[config.mk]
export PLATFORM = sky130hd
export DESIGN_NAME = instruction_sequencer
export DESIGN_NICKNAME = d
export VERILOG_FILES = /design/src/rtl/instruction_sequencer.sv
export SDC_FILE = /design/constraint.sdc
export NUM_CORES = 1
export LEC_CHECK = 0
export CORE_UTILIZATION = 49
export DETAILED_ROUTE_END_ITERATION = 6
export PLACE_DENSITY = 0.88
export SYNTH_ARGS = -nofsm -noshare
export SYNTH_HDL_FRONTEND = slang
export SYNTH_SLANG_ARGS = --single-unit
[constraint.sdc]
create_clock -name clock -period 2.6 [get_ports clock]
set_input_delay 0.52 -clock clock [delete_from_list [all_inputs] [get_ports clock]]
set_output_delay 0.52 -clock clock [all_outputs]
set_load 0.03 [all_outputs]
[src/rtl/instruction_sequencer.sv]
// Fetch/execute sequencer: owns the PC, stalls on IN/OUT handshakes and HLT,
// and emits a one-cycle commit strobe that qualifies every architectural write.
module instruction_sequencer #(
    parameter int                    ADDR_WIDTH    = 10,
    parameter logic [ADDR_WIDTH-1:0] RESET_ADDRESS = '0,
    parameter int                    COUNT_WIDTH   = 32
) (
    input  logic                   clock,
    input  logic                   reset,
    input  logic                   jump,
    input  logic                   bzero,
    input  logic                   bnegative,
    input  logic                   HLT,
    input  logic                   isIn,
    input  logic                   isOut,
    input  logic                   zeroFlag,
    input  logic                   negativeFlag,
    input  logic [ADDR_WIDTH-1:0]  mainAddress,
    input  logic                   inputValid,
    input  logic                   outputAck,
    input  logic                   resume,
    output logic [ADDR_WIDTH-1:0]  pcAddress,
    output logic                   commit,
    output logic                   inAck,
    output logic                   outValid,
    output logic                   halted,
    output logic [COUNT_WIDTH-1:0] retiredCount,
    output logic [2:0]             state
);

    localparam logic [2:0] FETCH    = 3'd0;
    localparam logic [2:0] EXEC     = 3'd1;
    localparam logic [2:0] WAIT_IN  = 3'd2;
    localparam logic [2:0] WAIT_OUT = 3'd3;
    localparam logic [2:0] HALTED   = 3'd4;

    logic [2:0]             next_state;
    logic [ADDR_WIDTH-1:0]  pc;
    logic [COUNT_WIDTH-1:0] count;
    logic                   resume_q;
    logic                   resume_edge;
    logic                   branch_taken;
    logic                   commit_raw;
    logic                   in_ack_raw;
    logic                   out_valid_raw;

    assign resume_edge  = resume & ~resume_q;
    assign branch_taken = jump | (bzero & zeroFlag) | (bnegative & negativeFlag);

    always_comb begin
        next_state    = state;
        commit_raw    = 1'b0;
        in_ack_raw    = 1'b0;
        out_valid_raw = 1'b0;
        case (state)
            FETCH: next_state = EXEC;
            EXEC: begin
                if (HLT) begin
                    next_state = HALTED;
                end else if (isIn) begin
                    if (inputValid) begin
                        commit_raw = 1'b1;
                        in_ack_raw = 1'b1;
                        next_state = FETCH;
                    end else begin
                        next_state = WAIT_IN;
                    end
                end else if (isOut) begin
                    out_valid_raw = 1'b1;
                    if (outputAck) begin
                        commit_raw = 1'b1;
                        next_state = FETCH;
                    end else begin
                        next_state = WAIT_OUT;
                    end
                end else begin
                    commit_raw = 1'b1;
                    next_state = FETCH;
                end
            end
            WAIT_IN: begin
                if (inputValid) begin
                    commit_raw = 1'b1;
                    in_ack_raw = 1'b1;
                    next_state = FETCH;
                end
            end
            WAIT_OUT: begin
                out_valid_raw = 1'b1;
                if (outputAck) begin
                    commit_raw = 1'b1;
                    next_state = FETCH;
                end
            end
            HALTED: begin
                if (resume_edge) next_state = FETCH;
            end
            default: next_state = FETCH;
        endcase
    end

    always_ff @(posedge clock) begin
        if (reset) begin
            state    <= FETCH;
            pc       <= RESET_ADDRESS;
            count    <= '0;
            resume_q <= 1'b0;
        end else begin
            state    <= next_state;
            resume_q <= resume;
            if (commit_raw) begin
                pc <= branch_taken ? mainAddress : pc + ADDR_WIDTH'(1);
            end else if (state == HALTED && resume_edge) begin
                pc <= pc + ADDR_WIDTH'(1);
            end
            if (commit_raw && count != '1) count <= count + COUNT_WIDTH'(1);
        end
    end

    // Strobes are forced low while reset is held so no write can slip through.
    assign commit       = commit_raw & ~reset;
    assign inAck        = in_ack_raw & ~reset;
    assign outValid     = out_valid_raw & ~reset;
    assign halted       = (state == HALTED);
    assign pcAddress    = pc;
    assign retiredCount = count;

endmodule

==> reports/results.tsv <==
stage	metric	value	unit
routing	first_pass_iters	4	
die	die_h	75.99	um
setup_path	worst_setup_path_start_kind	input port	
timing	finalSetupViolCount	0	
setup_path	r2r_cells	7	
power_and_ir_drop	clkPwrFrac	33.6	%
die	core-area	5205	um^2
power_and_ir_drop	intPower	0.001173	W
yosys	yosysSeqAreaShare	34.33	%
setup_path	cp_slowest_cell	clkdlybuf4s50_1	
flow_run	drv_cap	0	
yosys	synthArstFlopShare	0	%
final_layout	area_delta_synth_final	38.43	%
die	rows	26	
clocking	ctsLongestPathBuffers	2	
die	dieArea	5774	um^2
timing	post-route-period-util	98.13	%
timing	post-route-min-period	2.551	ns
grt	grt_antenna_before_repair	0	
clocking	cts.htree.levels	2	
yosys	synth_edf_count	0	
timing	maxSlewViolCount	0	
yosys	netlist_instances	317	
run_status	status	finished, final reports clean	
timing	tightest_slew	0.4352	ns
power_and_ir_drop	p_total	0.001647	W
setup_path	worstPathCellList	clkdlybuf4s50_1, nand2b_1, o211a_4, nor2_4, buf_12, nor2_1, buf_4	
power_and_ir_drop	p_sw_share	28.80	%
timing	max-slew-margin-rel	70.95	%
final_layout	antenna_cells	0	
power_and_ir_drop	p_leak	1.245	nW
worst_hold_path	hold_depth	2	
routing	drtIter0Drc	297	
grt	grt_max_degree	46	
placed_design	hpwl	5129	um
clocking	cts.sinks	46	
timing	max_freq	391.9	MHz
clocking	cts_buffers	5	
die	die_x	75.99	um
yosys	synth_area	2683	um^2
placed_design	port_buffers	71	
power_and_ir_drop	power_frac_comb	19.4	%
grt	grt-ovfl-total	0	
timing	setup-tns-final	0	ns
routing	vias	2923	
grt	grt_pass1_vias	2590	
setup_path	critPathMaxFanout	12	
setup_path	arrival	2.03	ns
placed_design	gp_congestion	0.8369	
die	io_pins	72	
setup_path	worst_path_largest_cell_delay	0.47	ns
clocking	clk_latency	0.32	ns
yosys	yosys_warnings	0	
clocking	clockRootBuffer	clkbuf_8	
routing	drc	0	
die	initial_utilization	51.54	%
final_layout	fillCellCount	404	
routing	wire_per_inst	15.97	um
timing	fin_skew	0.01633	ns
routing	drt_wl_total	7490	um
yosys	synth_nets	342	
power_and_ir_drop	p_per_area	443.5	nW/um^2
routing	viasPerCell	6.232	
power_and_ir_drop	p_sw	0.0004743	W
grt	track_usage	25.28	%
yosys	ys_seq_elements	46	
power_and_ir_drop	irDropWorstVdd	330.8	uV
timing	rsz0062_at_grt	false	
grt	grt_pass1_wl	12010	um
worst_hold_path	min_path_type	reg -> reg	
setup_path	criticalPathCategory	in -> out	
yosys	synth_top_flop_cell	dfxtp_1	
timing	finalHoldViolCount	0	
yosys	synth.avg_cell_area	8.462	um^2
yosys	yosys.cell_types.count	57	
final_layout	drive_above_1_share	12.78	%
setup_path	cp-end-kind	primary output	
final_layout	fin_nets	423	
power_and_ir_drop	seqPwrFrac	47.1	%
setup_path	crit_required	2.08	ns
clocking	clk_pin_slew	0.10	ns
routing	detail-route-antenna-nets	0	
clocking	tritoncts	done	
clocking	ctsHoldBuffers	0	
worst paths after layout:
path	startpoint	to	slack, ns
setup / recovery	outputAck	commit	0.05
hold / removal	retiredCount[13]$_SDFFE_PP0P_	retiredCount[13]$_SDFFE_PP0P_	0.50
setup reg to reg	retiredCount[0]$_SDFFE_PP0P_	retiredCount[28]$_SDFFE_PP0P_	0.35
hold reg to reg	retiredCount[13]$_SDFFE_PP0P_	retiredCount[13]$_SDFFE_PP0P_	0.50
metrics by stage:
step           cell area, um^2  hold slack (ns)  setup WS (ns)  instances  utilization (%)
4_1_cts                   3661           0.5064        0.04347        467            70.34
2_1_floorplan             2683           0.6037        0.03801        317                -
5_1_grt                   3714           0.5216       0.005398        469            71.35
3_3_place_gp              3542           0.4801      -0.002346        458            68.05
3_5_place_dp              3542           0.4935       -0.06022        458            68.05
6_report                  3714           0.5025        0.04850        469            71.35
kinds of logic (layout without fill, tap and decap cells):
logic type      after synthesis  after routing  share of synthesized area [%]
mux                           8              8                          3.405
buf+inv                      26            108                          4.898
simple gates                146            146                          34.05
fa+ha+maj                     2              2                         0.9327
compound gates               89             89                          22.39
flops                        46             46                          34.33
metal layers:
metal,vias to the layer above,GRT usage [%],wire (um)
met5,-,0,0
met1,1404,31.56,3195
met4,0,11.15,190
met3,19,4.910,384
met2,90,42.36,3720
li1,1410,-,-
power groups by stage:
| stage | combinational [W] | sequential, W | clock (W) |
|---|---|---|---|
| after CTS | 0.000305 | 0.000774 | 0.000550 |
| after global placement | 0.000296 | 0.000788 | 0 |
| after detailed placement | 0.000303 | 0.000790 | 0 |
| final | 0.000319 | 0.000775 | 0.000553 |
| after global routing | 0.000340 | 0.000780 | 0.000586 |
| after floorplan | 0.000124 | 0.000831 | 0 |
synth_stat cells, types with 3 or more instances:
cell,n,share of area [%]
a21oi_1,24,4.5
a22oi_1,10,2.8
a31oi_1,11,2.6
and3_1,3,0.70
and4_1,6,2.0
buf_2,6,1.1
buf_4,3,0.84
clkbuf_1,6,0.84
dfxtp_1,46,34
inv_1,7,0.98
mux2_2,5,2.1
nand2_1,13,1.8
nand2b_1,5,1.2
nand3_1,21,3.9
nand3b_1,4,1.1
nand4_1,12,2.8
nor2_1,22,3.1
nor2b_1,9,2.1
nor3_1,3,0.56
nor4_1,4,0.93
o21ai_0,7,1.3
o31ai_1,19,5.3
or3_1,5,1.2
or4_1,24,6.7
area by class of cell:
cell class	count	area [um^2]	area share (%)
clock inverter	3	43.79	1.179
inverter	7	26.28	0.7075
multi-input combinational	245	1637	44.07
tap	70	87.58	2.358
timing repair buffer	93	929.6	25.03
sequential	46	920.9	24.80
clock buffer	5	68.82	1.853
cells in the final DEF (no fill, tap or decap), types with 3 or more instances in the layout:
cell type / count
clkdlybuf4s50_1: 66
dfxtp_1: 46
a21oi_1: 24
or4_1: 24
nor2_1: 22
nand3_1: 21
buf_4: 21
o31ai_1: 19
nand2_1: 13
nand4_1: 12
a31oi_1: 11
a22oi_1: 10
nor2b_1: 9
inv_1: 7
o21ai_0: 7
and4_1: 6
nand2b_1: 5
or3_1: 5
mux2_2: 5
clkbuf_8: 5
nor4_1: 4
nand3b_1: 4
and3_1: 3
nor3_1: 3
repair_timing:
item | 4_1_cts | 5_1_grt
resized for setup | 1 | 1
setup buffers | 1 | 0
gates cloned | 0 | 2
endpoints found under the hold margin | 0 | 0
pin swaps | 2 | 1
setup endpoints to repair | 1 | 1
sequential cells by signal (all words and copies together), names as in the netlist:
| signal | flops |
|---|---|
| retiredCount | 32 |
| pcAddress | 10 |
| state | 3 |
| resume_q | 1 |
worst max-delay path: cells and delay by family:
kind,cells,cell delay [ns]
compound gates,1,0.25
simple gates,3,0.45
buf+inv,3,0.81
Power figures use the tool's default switching activity.
